## src/rtl/audio_clk_pkg.sv

```systemverilog
// Shared types and default sizing for the audio clock / I2S receive path.
package audio_clk_pkg;

  localparam int unsigned DEF_DATA_W  = 24;
  localparam int unsigned DEF_TIMEOUT = 64;

  typedef enum logic [1:0] {
    HUNT  = 2'd0,
    LEFT  = 2'd1,
    RIGHT = 2'd2
  } frame_state_e;

endpackage

```

## src/rtl/bclk_edge_det.sv

```systemverilog
// BCLK rise detection on the synchronized level, plus BCLK-loss watchdog.
module bclk_edge_det
  import audio_clk_pkg::*;
#(
  parameter int unsigned TIMEOUT = DEF_TIMEOUT
) (
  input  logic clk,
  input  logic reset_n,
  input  logic bclk_s,
  output logic rise_c,
  output logic lost_c,
  output logic clk_lost
);

  localparam int unsigned CNT_W = $clog2(TIMEOUT + 1);

  logic             bclk_d;
  logic [CNT_W-1:0] idle_cnt;

  assign rise_c = bclk_s & ~bclk_d;
  // Fires on the TIMEOUT-th consecutive cycle without a rise; the held count stops repeats.
  assign lost_c = ~rise_c && (idle_cnt == CNT_W'(TIMEOUT - 1));

  always_ff @(posedge clk) begin
    if (!reset_n) begin
      bclk_d   <= 1'b0;
      idle_cnt <= '0;
      clk_lost <= 1'b0;
    end else begin
      bclk_d <= bclk_s;
      if (rise_c) begin
        idle_cnt <= '0;
        clk_lost <= 1'b0;
      end else begin
        if (idle_cnt != CNT_W'(TIMEOUT)) begin
          idle_cnt <= idle_cnt + CNT_W'(1);
        end
        if (lost_c) begin
          clk_lost <= 1'b1;
        end
      end
    end
  end

endmodule

```

## src/rtl/i2s_frame_rx.sv

```systemverilog
// I2S receiver: frames LRCK slots, deserializes MSB-first words, emits stereo samples.
module i2s_frame_rx
  import audio_clk_pkg::*;
#(
  parameter int unsigned DATA_W  = DEF_DATA_W,
  parameter int unsigned TIMEOUT = DEF_TIMEOUT
) (
  input  logic              clk,
  input  logic              reset_n,
  input  logic              bclk_s,
  input  logic              lrck_s,
  input  logic              sdata_s,
  output logic [DATA_W-1:0] left_out,
  output logic [DATA_W-1:0] right_out,
  output logic              sample_valid,
  output logic              locked,
  output logic              clk_lost
);

  localparam int unsigned BIT_W = $clog2(DATA_W + 2);
  localparam int unsigned IDX_W = (DATA_W > 1) ? $clog2(DATA_W) : 1;

  logic              rise_c;
  logic              lost_c;
  logic              change_c;
  logic [IDX_W-1:0]  idx_c;

  frame_state_e      state;
  logic              lrck_d;
  logic [BIT_W-1:0]  bitcnt;
  logic [DATA_W-1:0] shreg;
  logic [DATA_W-1:0] left_hold;

  bclk_edge_det #(
    .TIMEOUT (TIMEOUT)
  ) u_edge (
    .clk      (clk),
    .reset_n  (reset_n),
    .bclk_s   (bclk_s),
    .rise_c   (rise_c),
    .lost_c   (lost_c),
    .clk_lost (clk_lost)
  );

  assign change_c = lrck_s ^ lrck_d;
  // Only meaningful while bitcnt < DATA_W, where the truncation is lossless.
  assign idx_c    = IDX_W'(DATA_W - 1) - IDX_W'(bitcnt);

  // Framing FSM and deserializer; acts only on BCLK rises, loss forces resync.
  always_ff @(posedge clk) begin
    if (!reset_n) begin
      state        <= HUNT;
      lrck_d       <= 1'b0;
      bitcnt       <= '0;
      shreg        <= '0;
      left_hold    <= '0;
      left_out     <= '0;
      right_out    <= '0;
      sample_valid <= 1'b0;
      locked       <= 1'b0;
    end else begin
      sample_valid <= 1'b0;
      if (lost_c) begin
        state  <= HUNT;
        locked <= 1'b0;
        bitcnt <= '0;
        shreg  <= '0;
      end else if (rise_c) begin
        lrck_d <= lrck_s;
        if (change_c) begin
          // Change rise carries the previous word's LSB delay bit: close the slot.
          bitcnt <= '0;
          shreg  <= '0;
          unique case (state)
            HUNT: begin
              if (!lrck_s) begin
                state <= LEFT;
              end
            end
            LEFT: begin
              left_hold <= shreg;
              state     <= RIGHT;
            end
            RIGHT: begin
              left_out     <= left_hold;
              right_out    <= shreg;
              sample_valid <= 1'b1;
              locked       <= 1'b1;
              state        <= LEFT;
            end
            default: state <= HUNT;
          endcase
        end else begin
          if (bitcnt < BIT_W'(DATA_W)) begin
            shreg[idx_c] <= sdata_s;
          end
          if (bitcnt != BIT_W'(DATA_W + 1)) begin
            bitcnt <= bitcnt + BIT_W'(1);
          end
        end
      end
    end
  end

endmodule

```

## config.mk

```make
export PLATFORM = sky130hd
export DESIGN_NAME = i2s_frame_rx
export DESIGN_NICKNAME = d
export VERILOG_FILES = /design/src/rtl/audio_clk_pkg.sv /design/src/rtl/bclk_edge_det.sv /design/src/rtl/i2s_frame_rx.sv
export SDC_FILE = /design/constraint.sdc
export NUM_CORES = 1
export LEC_CHECK = 0
export CAP_MARGIN = 5
export CORE_MARGIN = 5
export CORE_UTILIZATION = 45
export DETAILED_ROUTE_END_ITERATION = 6
export HOLD_SLACK_MARGIN = 0.06
export PLACE_DENSITY = 0.64
export SETUP_SLACK_MARGIN = 0.02
export SYNTH_ARGS = -nofsm -noshare
export SYNTH_HDL_FRONTEND = slang
export SYNTH_SLANG_ARGS = --single-unit
```

## constraint.sdc

```tcl
create_clock -name clk -period 2.3 [get_ports clk]
set_input_delay 0.69 -clock clk [delete_from_list [all_inputs] [get_ports clk]]
set_output_delay 0.69 -clock clk [all_outputs]
set_load 0.1 [all_outputs]
```

==> run summary <==
The flow ran to the end, and the final reports show no timing, DRC or antenna violations. For the worst-case clock buffer depth, the log shows 2. The average cell area after synthesis is 8.61 µm². Counting flops with an async set or reset pin after synthesis yields a share of 0%.

After technology mapping, the gate count stands at 507. In this run the tightest slew margin relative to its limit is 68.8%. Traced cell by cell, the critical path runs through clkdlybuf4s50_1 > xnor2_1 > or4_2 > buf_12 > nand3_1 > o21ai_0.

The synthesized flop and latch total was 115. The tools report the achievable frequency as 0.488 GHz. The setup fix buffers added after clock tree synthesis came out at 0. Global routing finished with a remaining overflow of 0. The first global-routing pass estimated 16.6 mm of wire.

At the worst endpoint, the arrival time is 2.43 ns. Number of buffer cells added on primary ports: 55. The synthesized netlist occupies a cell area of 4360 µm². The tools report the via count of the first global-routing pass as 3,442. When the netlist entered floorplanning its net count stood at 518. The tools report the top-level I/O count as 56. After clock tree synthesis, the clock-pin slew on the worst setup and hold paths is 0.06 ns.

Yosys mapped a number of flops with a built-in enable equal to 0. Worst-path maximum fanout: 62. The netlist uses 39 different library cells.

The total power per unit cell area works out to 853 nW/µm². After layout, the worst path uses 89.2% of the clock period. In the synthesized netlist the dominant register cell turns out to be dfxtp_1.

Detailed-route DRC error count: 0. Summed over all failing endpoints, the final setup total negative slack is 0 ns. The tools report the detailed placement HPWL as 6.73 mm. Setup repair after global routing left no endpoint under its margin.

In this run, post-CTS hold repair placed 0 buffers. The core area is 9590 µm². For the number of nets with antenna violations after detailed routing, the log shows 0. The critical path is of the primary input to flop type.

The post-layout total power was 4.73 mW. Clock skew on the completed layout was measured at 0.00808 ns. TritonCTS built the clock tree. The H-tree was split into 4 levels. The die outline area came out at 11,800 µm². The max-slew violation count is 0, and the sequential share of the synthesized area is 52.8%.

The tools report the startpoint kind of the worst setup timing path as a primary input. Measured along the y axis, the die boundary spans 108 µm. Routability-driven placement finished with a final weighted congestion of 0.911. CTS saw 115 sinks.

Counting the buffers created by CTS gives 17. The final-report setup violation count was 0; the combined buffer and inverter count along the critical path was 2. For the highest ir drop seen on vdd, the log shows 0.000500 V. Final-report hold violation count: 0. The cell sitting at the root of the clock tree is a clkbuf_8. The maximum cell stage delay along the critical path was 0.70 ns; the minimum period implied by the final worst setup slack was 2.05 ns. The pin count of the biggest net entering global routing was 121. The tools report the count of nets after finishing as 570. For this configuration, the core starts out at a cell density of 45.5%. STA classifies the critical path endpoint as a flop.

The via count is 3,718, and the count of maximum capacitance violations is 0. The tools report the leakage power as 2.04 nW. The count of antenna diodes in the layout is 0. In this run the worst hold path is classified as flop to flop. On the final layout, the worst hold slack is 0.453 ns. For this run, the detailed router's first-pass iteration total came to 4.

For the worst path required time, the log shows 2.68 ns. For this run, the number of Yosys warnings is 0. The post-detailed-route via-to-cell ratio is 5.28, and the number of gates given a new drive strength after cts is 0. The number of placement rows is 36, and the all-layer global routing usage is 17.6%. Cells with a size suffix above 1 make up 20.1% of the layout. In this run the horizontal extent of the chip is 108 µm. The first routing iteration left 175 violations.

After detailed routing, the total wire length is 9.84 mm. The later pin in the worst-skew pair is clocked with a latency of 0.51 ns. Among cell families on the critical path, the largest total delay comes from simple AND/OR/NAND/NOR gates.

The area growth from synthesis to layout is 27.0%. Dividing the detail-routed wire length by the instance count gives 14.0 µm. The number of antenna violations at the first check in global routing was 0; the actual transition at the worst max-transition pin was 0.467 ns. The cell with the largest stage delay on the worst path is or4_2.
-- layout by cell type (no fill, tap or decap), drive strengths merged, types with 2 or more instances in the layout --
cell and count:
o21ai 96, buf 71, bufinv 3, a21oi 9, nand2 69, ha 6, nor2b 5, mux2i 2
a31oi 7, clkdlybuf4s50 3, clkinv 5, nand2b 2, nand3 78, dfxtp 115, inv 11, xor2 2
clkinvlp 4, nor3 2, nor2 16, a311oi 2, and3 2, clkbuf 17, o22ai 24, xnor2 6
a22oi 2
-- metrics by stage --
stage               worst slack [ns]  util, %  cell area, µm²  std cells
floorplan                      0.322        -            4360        507
global placement              -0.220     51.8            4970        673
detailed placement            -0.272     51.8            4970        673
CTS                            0.263     57.8            5540        704
global route                   0.198     57.8            5540        704
finish                         0.249     57.8            5540        704
-- kinds of logic (layout without fill, tap and decap cells) --
logic type | count (synthesis) | count (layout) | share of synthesized area, %
adders and majority gates | 6 | 6 | 1.72
AOI/OAI and AO/OA | 145 | 145 | 19.0
and+or+nand+nor | 181 | 181 | 19.3
xor gates and xnor gates | 8 | 8 | 1.61
DFF | 115 | 115 | 52.8
buffers and inverters | 50 | 114 | 5.13
muxes | 2 | 2 | 0.459
-- cell type report --
class | instances | area, µm²
Clock buffer | 17 | 414
Multi-Input combinational cell | 342 | 1840
Timing Repair Buffer | 74 | 626
Fill cell | 875 | 4050
Clock inverter | 14 | 163
Inverter | 9 | 33.8
Tap cell | 133 | 166
Sequential cell | 115 | 2300
-- worst paths after layout --
check | endpoint | slack, ns | cells after the start | from
worst max-delay path | left_out[6] | 0.25 | 6 | lrck_s
worst min-delay path | locked | 0.45 | 2 | locked
worst max register to register | u_edge.idle_cnt[1] | 0.49 | 6 | u_edge.idle_cnt[0]
worst min register to register | locked | 0.45 | 2 | locked
-- routing by layer --
layer	global-route usage, %	wire (µm)	vias up
met5	0	0	-
met4	5.59	115	0
met3	5.37	559	10
met2	27.5	4520	95
met1	23.3	4650	1713
li1	-	-	1900
-- where the power goes --
group	leakage [nW]	internal, mW	switching [mW]
Sequential	0.927	2.00	0.00788
Clock	0.276	1.64	0.909
Combinational	0.838	0.0626	0.111
Total	2.04	3.70	1.03
-- cell usage after synthesis, drive strengths merged (2+ instances only) --
master / n / share of area (%)
o22ai: 24 / 3.4
nor2: 16 / 1.4
a31oi: 7 / 1.0
nand3: 78 / 9.1
a22oi: 2 / 0.34
nand2b: 2 / 0.29
xnor2: 6 / 1.2
inv: 9 / 0.77
mux2i: 2 / 0.46
dfxtp: 115 / 53
a21oi: 9 / 1.0
o21ai: 96 / 12
nor3: 2 / 0.23
clkbuf: 22 / 1.9
and3: 2 / 0.29
nand2: 69 / 5.9
xor2: 2 / 0.40
ha: 6 / 1.7
buf: 19 / 2.5
nor2b: 5 / 0.72
a311oi: 2 / 0.40
-- flip-flops by register name (all words and copies together), names as in the netlist --
name / flops
shreg: 24
right_out: 24
u_edge.clk_lost: 1
u_edge.idle_cnt: 7
left_out: 24
locked: 1
sample_valid: 1
state: 2
u_edge.bclk_d: 1
left_hold: 24
lrck_d: 1
bitcnt: 5
-- worst reg2reg max path, cell delays in order (launching register included) --
cell	delay [ns]
dfxtp_1	0.32
inv_1	0.08
ha_1	0.14
or4b_2	0.59
nor3b_2	0.31
mux2i_1	0.22
nor2_1	0.05
Note: power is estimated with default switching activity, not from simulation.
